### config.mk
export PLATFORM = sky130hd
export DESIGN_NAME = cache_line_mem_port
export DESIGN_NICKNAME = d
export VERILOG_FILES = /design/src/rtl/cache_line_mem_port.sv
export SDC_FILE = /design/constraint.sdc
export NUM_CORES = 1
export LEC_CHECK = 0
export CORE_AREA = 8 8 256 258
export DETAILED_ROUTE_END_ITERATION = 6
export DIE_AREA = 0 0 264 266
export MAX_ROUTING_LAYER = met4
export PLACE_DENSITY = 0.69
export SYNTH_ARGS = -nofsm -noshare
export SYNTH_HDL_FRONTEND = slang
export SYNTH_SLANG_ARGS = --single-unit
### constraint.sdc
create_clock -name clk -period 6.4 [get_ports clk]
set_input_delay 1.28 -clock clk [delete_from_list [all_inputs] [get_ports clk]]
set_output_delay 1.28 -clock clk [all_outputs]
set_load 0.02 [all_outputs]
### src/rtl/cache_line_mem_port.sv
// cache_line_mem_port: optionally writes back a victim line, then fetches a line, one beat per command.
// Latency: with a zero-wait memory, fill_done comes 10 edges after acceptance (18 with writeback).
// Backpressure: commands hold stable while mem_cmd_ready is low; req_ready is high only in IDLE; responses are never stalled.
//
// Ports:
//   clk, rst_n              - clock, synchronous active-low reset
//   req_valid/req_ready     - line service request handshake from the cache controller
//   req_writeback           - write the victim line back before fetching
//   fetchAddress            - line to fetch (low offset bits ignored)
//   writeBackAddress/Data   - victim line address (low offset bits ignored) and contents
//   fetchedData, fill_done  - reassembled line and its one-cycle completion pulse
//   busy                    - any state other than IDLE
//   mem_cmd_*               - beat command channel (valid/ready, write flag, byte address, write data)
//   mem_rvalid, mem_rdata   - in-order read responses
module cache_line_mem_port #(
    parameter int COUNTER_WIDTH = 8,
    parameter int DATA_WIDTH    = 32,
    parameter int BLOCK_SIZE    = 32,
    parameter int ADDRESS_WIDTH = 32,
    parameter int MEM_WIDTH     = 32
) (
    input  logic                      clk,
    input  logic                      rst_n,
    input  logic                      req_valid,
    output logic                      req_ready,
    input  logic                      req_writeback,
    input  logic [ADDRESS_WIDTH-1:0]  fetchAddress,
    input  logic [ADDRESS_WIDTH-1:0]  writeBackAddress,
    input  logic [8*BLOCK_SIZE-1:0]   writeBackData,
    output logic [8*BLOCK_SIZE-1:0]   fetchedData,
    output logic                      fill_done,
    output logic                      busy,
    output logic                      mem_cmd_valid,
    input  logic                      mem_cmd_ready,
    output logic                      mem_cmd_write,
    output logic [ADDRESS_WIDTH-1:0]  mem_cmd_addr,
    output logic [MEM_WIDTH-1:0]      mem_cmd_wdata,
    input  logic                      mem_rvalid,
    input  logic [MEM_WIDTH-1:0]      mem_rdata
);

    localparam int LINE_BITS  = 8 * BLOCK_SIZE;
    localparam int BEATS      = LINE_BITS / MEM_WIDTH;
    localparam int BEAT_BYTES = MEM_WIDTH / 8;
    localparam int CNT_W      = $clog2(BEATS) + 1;
    localparam int OFFSET_W   = $clog2(BLOCK_SIZE);
    localparam int BEAT_SHIFT = $clog2(BEAT_BYTES);

    localparam logic [CNT_W-1:0]         LAST_BEAT  = CNT_W'(BEATS - 1);
    localparam logic [ADDRESS_WIDTH-1:0] ALIGN_MASK = {ADDRESS_WIDTH{1'b1}} << OFFSET_W;

    // Counter and data widths are fixed by the controller; only reject shapes
    // that cannot be split into whole byte-aligned beats.
    if (COUNTER_WIDTH <= 0 || DATA_WIDTH <= 0 || MEM_WIDTH % 8 != 0 ||
        LINE_BITS % MEM_WIDTH != 0 || BEATS < 2) begin : g_param_check
        $error("cache_line_mem_port: unsupported parameter combination");
    end

    typedef enum logic [2:0] {
        S_IDLE  = 3'd0,
        S_WRITE = 3'd1,
        S_READ  = 3'd2,
        S_WAIT  = 3'd3,
        S_DONE  = 3'd4
    } state_t;

    state_t                   state;
    state_t                   state_nxt;

    logic [ADDRESS_WIDTH-1:0] fetch_base;
    logic [ADDRESS_WIDTH-1:0] wb_base;
    logic [LINE_BITS-1:0]     wb_line;
    logic [LINE_BITS-1:0]     fill_line;
    logic [CNT_W-1:0]         cmd_cnt;
    logic [CNT_W-1:0]         rsp_cnt;

    logic                     req_take;
    logic                     cmd_fire;
    logic                     cmd_last;
    logic                     rsp_take;
    logic                     rsp_last;
    logic [ADDRESS_WIDTH-1:0] beat_off;
    logic [MEM_WIDTH-1:0]     wb_beat;

    // req_ready follows rst_n combinationally so nothing is accepted during reset.
    assign req_ready   = (state == S_IDLE) && rst_n;
    assign req_take    = req_valid && req_ready;
    assign cmd_fire    = mem_cmd_valid && mem_cmd_ready;
    assign cmd_last    = (cmd_cnt == LAST_BEAT);
    // Responses outside READ/WAIT cannot belong to this fill and are dropped.
    assign rsp_take    = mem_rvalid && ((state == S_READ) || (state == S_WAIT));
    assign rsp_last    = (rsp_cnt == LAST_BEAT);
    assign beat_off    = ADDRESS_WIDTH'(cmd_cnt) << BEAT_SHIFT;
    assign fetchedData = fill_line;

    // Victim beat selected by the command counter, beat 0 in the line LSBs.
    always_comb begin
        wb_beat = '0;
        for (int i = 0; i < BEATS; i++) begin
            if (cmd_cnt == CNT_W'(i)) begin
                wb_beat = wb_line[i*MEM_WIDTH +: MEM_WIDTH];
            end
        end
    end

    // State register.
    always_ff @(posedge clk) begin
        if (!rst_n) begin
            state <= S_IDLE;
        end else begin
            state <= state_nxt;
        end
    end

    // Next-state logic.
    always_comb begin
        state_nxt = state;
        case (state)
            S_IDLE: begin
                if (req_take) begin
                    state_nxt = req_writeback ? S_WRITE : S_READ;
                end
            end
            S_WRITE: begin
                if (cmd_fire && cmd_last) begin
                    state_nxt = S_READ;
                end
            end
            S_READ: begin
                // A final response can only coincide with the final command,
                // so finishing the line takes priority over entering WAIT.
                if (rsp_take && rsp_last) begin
                    state_nxt = S_DONE;
                end else if (cmd_fire && cmd_last) begin
                    state_nxt = S_WAIT;
                end
            end
            S_WAIT: begin
                if (rsp_take && rsp_last) begin
                    state_nxt = S_DONE;
                end
            end
            S_DONE: begin
                state_nxt = S_IDLE;
            end
            default: begin
                state_nxt = S_IDLE;
            end
        endcase
    end

    // Outputs. Command fields depend only on state and registered counters,
    // so they cannot move while a command is stalled.
    always_comb begin
        busy          = 1'b1;
        fill_done     = 1'b0;
        mem_cmd_valid = 1'b0;
        mem_cmd_write = 1'b0;
        mem_cmd_addr  = '0;
        mem_cmd_wdata = '0;
        case (state)
            S_IDLE: begin
                busy = 1'b0;
            end
            S_WRITE: begin
                mem_cmd_valid = 1'b1;
                mem_cmd_write = 1'b1;
                mem_cmd_addr  = wb_base + beat_off;
                mem_cmd_wdata = wb_beat;
            end
            S_READ: begin
                mem_cmd_valid = 1'b1;
                mem_cmd_addr  = fetch_base + beat_off;
            end
            S_WAIT: begin
                busy = 1'b1;
            end
            S_DONE: begin
                fill_done = 1'b1;
            end
            default: begin
                busy = 1'b0;
            end
        endcase
    end

    // Request capture, beat counters and line reassembly.
    always_ff @(posedge clk) begin
        if (!rst_n) begin
            fetch_base <= '0;
            wb_base    <= '0;
            wb_line    <= '0;
            fill_line  <= '0;
            cmd_cnt    <= '0;
            rsp_cnt    <= '0;
        end else if (req_take) begin
            fetch_base <= fetchAddress & ALIGN_MASK;
            wb_base    <= writeBackAddress & ALIGN_MASK;
            wb_line    <= writeBackData;
            cmd_cnt    <= '0;
            rsp_cnt    <= '0;
        end else begin
            // Clearing on the last beat leaves the counter at zero for the
            // read phase that follows a writeback.
            if (cmd_fire) begin
                cmd_cnt <= cmd_last ? '0 : cmd_cnt + CNT_W'(1);
            end
            if (rsp_take) begin
                for (int i = 0; i < BEATS; i++) begin
                    if (rsp_cnt == CNT_W'(i)) begin
                        fill_line[i*MEM_WIDTH +: MEM_WIDTH] <= mem_rdata;
                    end
                end
                rsp_cnt <= rsp_cnt + CNT_W'(1);
            end
        end
    end

endmodule

# Word level (Yosys, flattened, before mapping)
# Cells that the tools add are included.
# totals
regBits,577
inputBits,358
out_inout_bits,325
wordCells,86
# op_classes
addsub,4
eq_ne,22
mux,22
bitwise,2
n_reduce_logical,22
# op_table
operator,count
$mux 32,9
$add 32x6->32,2
$pmux 32 s2,1
$eq 4x3->1 const B,8
$reduce_and 3->1,8
$eq 4x2->1 const B,4
$mux 3,5
$pmux 3 s4,1
$add 4x1->4 const B,2
$eq 4x1->1 const B,2
$logic_not 4->1,2
$eq 3x2->1 const B,2
$logic_and 1x1->1,6
$mux 1,4
$mux 4,1
$ne 2x2->1 const B,2
$reduce_and 4->1,1
$reduce_or 2->1,2
$reduce_or 4->1,1
$eq 3x1->1 const B,1
$eq 3x3->1 const B,1
$logic_not 3->1,1
$ne 3x1->1 const B,1
$mux 2,1
other kinds (3),4

# Longest topological paths before layout
# depth
depth_word,10
depth_mapped,15
mapped_depth_nobuf,10

# Worst setup path before layout
# Ideal clock, no wire load.
# synth_timing
path_kind,reg2out
startpoint,register state[1]
endpoint,output port mem_cmd_addr[27]
t_arrival_ns,4.023
required_ns,5.120
path_slack_ns,1.097
path_stages_with_launch,15
path_buffers,4
path_cell_list,dfxtp_1 -> buf_2 -> nor3b_1 -> clkbuf_1 -> buf_2 -> buf_1 -> nand2_1 -> nand2_1 -> ha_1 -> ha_1 -> inv_1 -> or4b_2 -> a221oi_2 -> a21oi_1 -> nor3b_1
# synth_between
elab_chain_cells,2
word_cells_on_any_way,3
cone_classes,2 x eq/ne; 1 x mux
# synth_lines
item,line,rtl
start: declaration,67,state_t state;
start signal: assignment,111,state <= state_nxt;
$eq 3x2->1 or $eq 3x1->1 (tied branches),161,case (state)
$pmux 32 s2 *,161,
end: declaration,36,"output logic [ADDRESS_WIDTH-1:0] mem_cmd_addr,"
# Every way passes the cells marked *; elsewhere a longest branch is shown, timed or not.

# Worst setup path after layout
# layout_timing
startpoint,register state[1]
endpoint,output port mem_cmd_addr[29]
# The elaborated chain is that of the path after synthesis.

==> results.toml <==
[global_routing]
grt_max_degree = 281
gr-total-overflow = 0
grt_pass1_vias = 22200
grt_pass1_wl_mm = 144
grt_util_all_layers_pct = 26.9
antenna_found_initial = 28

[synthesis]
yosysWarnings = 0
synth_top_area_share_pct = 46.3
synth-edff-count = 0
synth-seq-cells = 577
yosysSeqAreaShare_pct = 46.3
synth_area_per_cell_um2 = 7.61
synth_flop_cell = "dfxtp_1"
yosysUniqueCellTypes = 60
async_flop_share_pct = 0
syn_area_um2 = 24900
synth_area_leaders = "dfxtp_1, nand2_1, a21boi_0"
syn_inst = 3278
yosysTopAreaCell = "dfxtp_1"

[clock_network]
numCtsBuffers = 61
postCtsSetupBuffers = 0
clkLatencyLatePin_ns = 0.64
path_clk_slew_ns = 0.06
clockBufferDepth = 3
cts_resized = 0
cts.sinks = 577
ctsHtreeMaxLevel = 2
hold_buffers = 0
cts_root_buffer = "clkbuf_16"
cts_tree = "built"

[setup_path]
cp-start-kind = "flip-flop"
end_kind = "output pin"
ff2ff_setup_slack_ns = 3.52
reg2reg_from = "state[1]"
cp_max_fo = 30
ff2ff_path_depth = 6
worst-setup-path-type = "flip-flop to output pin"
critPathArrivalTime_ns = 4.69
worst_ep_required_time_ns = 5.12
r2r-end = "fetchedData[130]"
worstSetupEndpoint = "mem_cmd_addr[29]"
crit_start = "state[1]"

[place]
dp_cells = 4471
place_ws_ns = 1.13
hpwl_mm = 68.9
port_buffers = 670
gp_congestion = 0.878

[finish]
area_growth_pct = 35.9
multiInputGateArea_um2 = 11900
layout-drive-gt1-share_pct = 4.14
n_fill_cell = 5783
nets = 4112
register_area_um2 = 11600
finalNonFillerCells = 4608

[routing]
highest_layer = "met4"
finalWirelength_mm = 97.3
routed_via_density = 5.21
wl_met2_mm = 44.7
via_count = 24000
detail_route.first_pass.iterations = 6
drt_iter0_drc = 2326
wire_per_inst_um = 21.1
ant_nets = 0
drc = 0
wirelength_met1_mm = 41.3
dr_wl_met3_mm = 7.53

[min_path]
worst_hold_path_type = "flip-flop to flip-flop"

[sta]
maxClockFrequency_mhz = 168
setup_ws_ns = 0.432
worst_pin_slew_ns = 1.25
tns_ns = 0
maxSlewHeadroom_pct = 16.8
setup_viol_count_final = 0
clock_skew_ns = 0.0299
post-route-min-period_ns = 5.97
fin_crit_sh_pct = 93.3
finalHoldViolCount = 0
drv_slew = 0
rsz0062_at_grt = "false"
whs_ns = 0.454

[run_status]
outcome = "completed"

[floorplanning]
num_rows = 91
die_h_um = 266
initial_core_util_pct = 40.7
coreArea_um2 = 61300
dieArea_um2 = 70200
die_w_um = 264
io_pins = 683

[pwr]
p_int_mw = 6.37
switching_share_pct = 25.1
switchingPower_mw = 2.13
powerDensity_nw_per_um2 = 251
p_clk_share_pct = 43.4
pwr-share-seq_pct = 45.6
peakVddDrop_v = 0.000223
p_leak_nw = 11.6
comb_power_share_pct = 11.0

[job]
cap_violations = 0
==> area by class of cell <==
type | instances | share of cell area (%)
inverter | 41 | 0.454
tap | 790 | 2.92
sequential | 577 | 34.1
clock buffer | 93 | 5.33
multi-input combinational | 2352 | 35.3
antenna | 28 | 0.207
timing repair buffer | 711 | 20.9
clock inverter | 16 | 0.816
==> cell usage in the layout (no fill, tap or decap), drive strengths merged, types with 5 or more instances in the layout <==
cell              n
a211oi            6
a21boi          257
a21oi            79
a221oi           35
a31oi            35
and2             15
and3             39
buf              42
bufinv            6
clkbuf           93
clkdlybuf4s50   669
clkinv            8
dfxtp           577
diode            28
ha               10
inv              42
mux2              5
mux2i            14
nand2          1205
nand3            47
nand3b           65
nand4            16
nor2             30
nor3             14
nor3b             6
o21a             34
o21ai           344
o221ai           34
or4               5
xnor2             9
xor2              8
==> per-layer routing <==
| layer | vias up | track usage [%] |
|---|---|---|
| met5 | - | - |
| met4 | 0 | 11.1 |
| met3 | 154 | 6.01 |
| met2 | 855 | 41.9 |
| met1 | 11100 | 33.8 |
| li1 | 11900 | - |
==> worst min path at each step <==
stage	start	endpoint	slack, ns	depth (start not counted)
floorplan	wb_line[126]	wb_line[126]	0.43	2
global placement	wb_line[241]	wb_line[241]	0.44	2
detailed placement	wb_line[241]	wb_line[241]	0.45	2
CTS	wb_line[241]	wb_line[241]	0.46	2
global route	wb_line[242]	wb_line[242]	0.46	2
finish	wb_line[252]	wb_line[252]	0.45	2
==> state kept, by name (all words and copies together) (netlist names) <==
| name | cells |
|---|---|
| state | 3 |
| cmd_cnt | 4 |
| wb_line | 256 |
| fetchedData | 256 |
| wb_base | 27 |
| fetch_base | 27 |
| rsp_cnt | 4 |
==> stage by stage <==
stage | instance area (um2) | power (mW) | utilization, %
5_1_grt | 33900 | 8.82 | 55.3
4_1_cts | 33800 | 8.56 | 55.2
3_5_place_dp | 31700 | 4.88 | 51.8
6_report | 33900 | 8.51 | 55.3
2_1_floorplan | 24900 | 4.41 | -
3_3_place_gp | 31700 | 4.87 | 51.8
==> critical path, stage by stage, from the launching register on <==
cell and delay [ns]:
dfxtp_1 0.54, nor3b_2 0.26, buf_4 0.35, nand2_1 0.09, nand2_1 0.07, ha_1 0.25, inv_1 0.09, or4b_2 0.76
a221oi_2 0.56, nand4_1 0.16, a21oi_1 0.27, clkdlybuf4s50_1 0.66
==> synthesized netlist by cell type, types with 3 or more instances <==
| cell | n |
|---|---|
| a211oi_1 | 6 |
| a21boi_0 | 257 |
| a21o_1 | 3 |
| a21oi_1 | 79 |
| a221oi_1 | 34 |
| a31oi_1 | 35 |
| and2_0 | 8 |
| and2_1 | 6 |
| and3_1 | 39 |
| buf_1 | 7 |
| buf_2 | 17 |
| buf_4 | 34 |
| clkbuf_1 | 249 |
| dfxtp_1 | 577 |
| ha_1 | 10 |
| inv_1 | 40 |
| mux2_2 | 5 |
| mux2i_1 | 14 |
| nand2_1 | 1205 |
| nand2b_1 | 4 |
| nand3_1 | 47 |
| nand3b_1 | 65 |
| nand4_1 | 16 |
| nor2_1 | 30 |
| nor3_1 | 14 |
| nor3b_1 | 6 |
| o21a_1 | 34 |
| o21ai_0 | 344 |
| o221ai_1 | 34 |
| o22ai_1 | 3 |
| or4_1 | 4 |
| xnor2_1 | 9 |
| xor2_1 | 8 |
==> cell families (layout without fill, tap and decap cells) <==
group | Yosys count | in the layout | share of synthesized area, %
buffers and inverters | 350 | 861 | 5.93
and+or+nand+nor | 1461 | 1461 | 24.5
xor gates and xnor gates | 17 | 17 | 0.597
adders and majority gates | 10 | 10 | 0.502
DFF | 577 | 577 | 46.3
muxes | 19 | 19 | 0.788
other | 1 | 30 | 0.0150
AOI/OAI and AO/OA | 843 | 843 | 21.4
==> power groups by stage <==
stage / logic, mW / registers (mW) / clock network, mW
2_1_floorplan: 0.485 / 3.92 / 0
3_3_place_gp: 0.921 / 3.95 / 0
3_5_place_dp: 0.927 / 3.95 / 0
4_1_cts: 0.932 / 3.87 / 3.76
5_1_grt: 1.02 / 3.89 / 3.91
6_report: 0.936 / 3.88 / 3.69
Power figures use the tool's default switching activity.
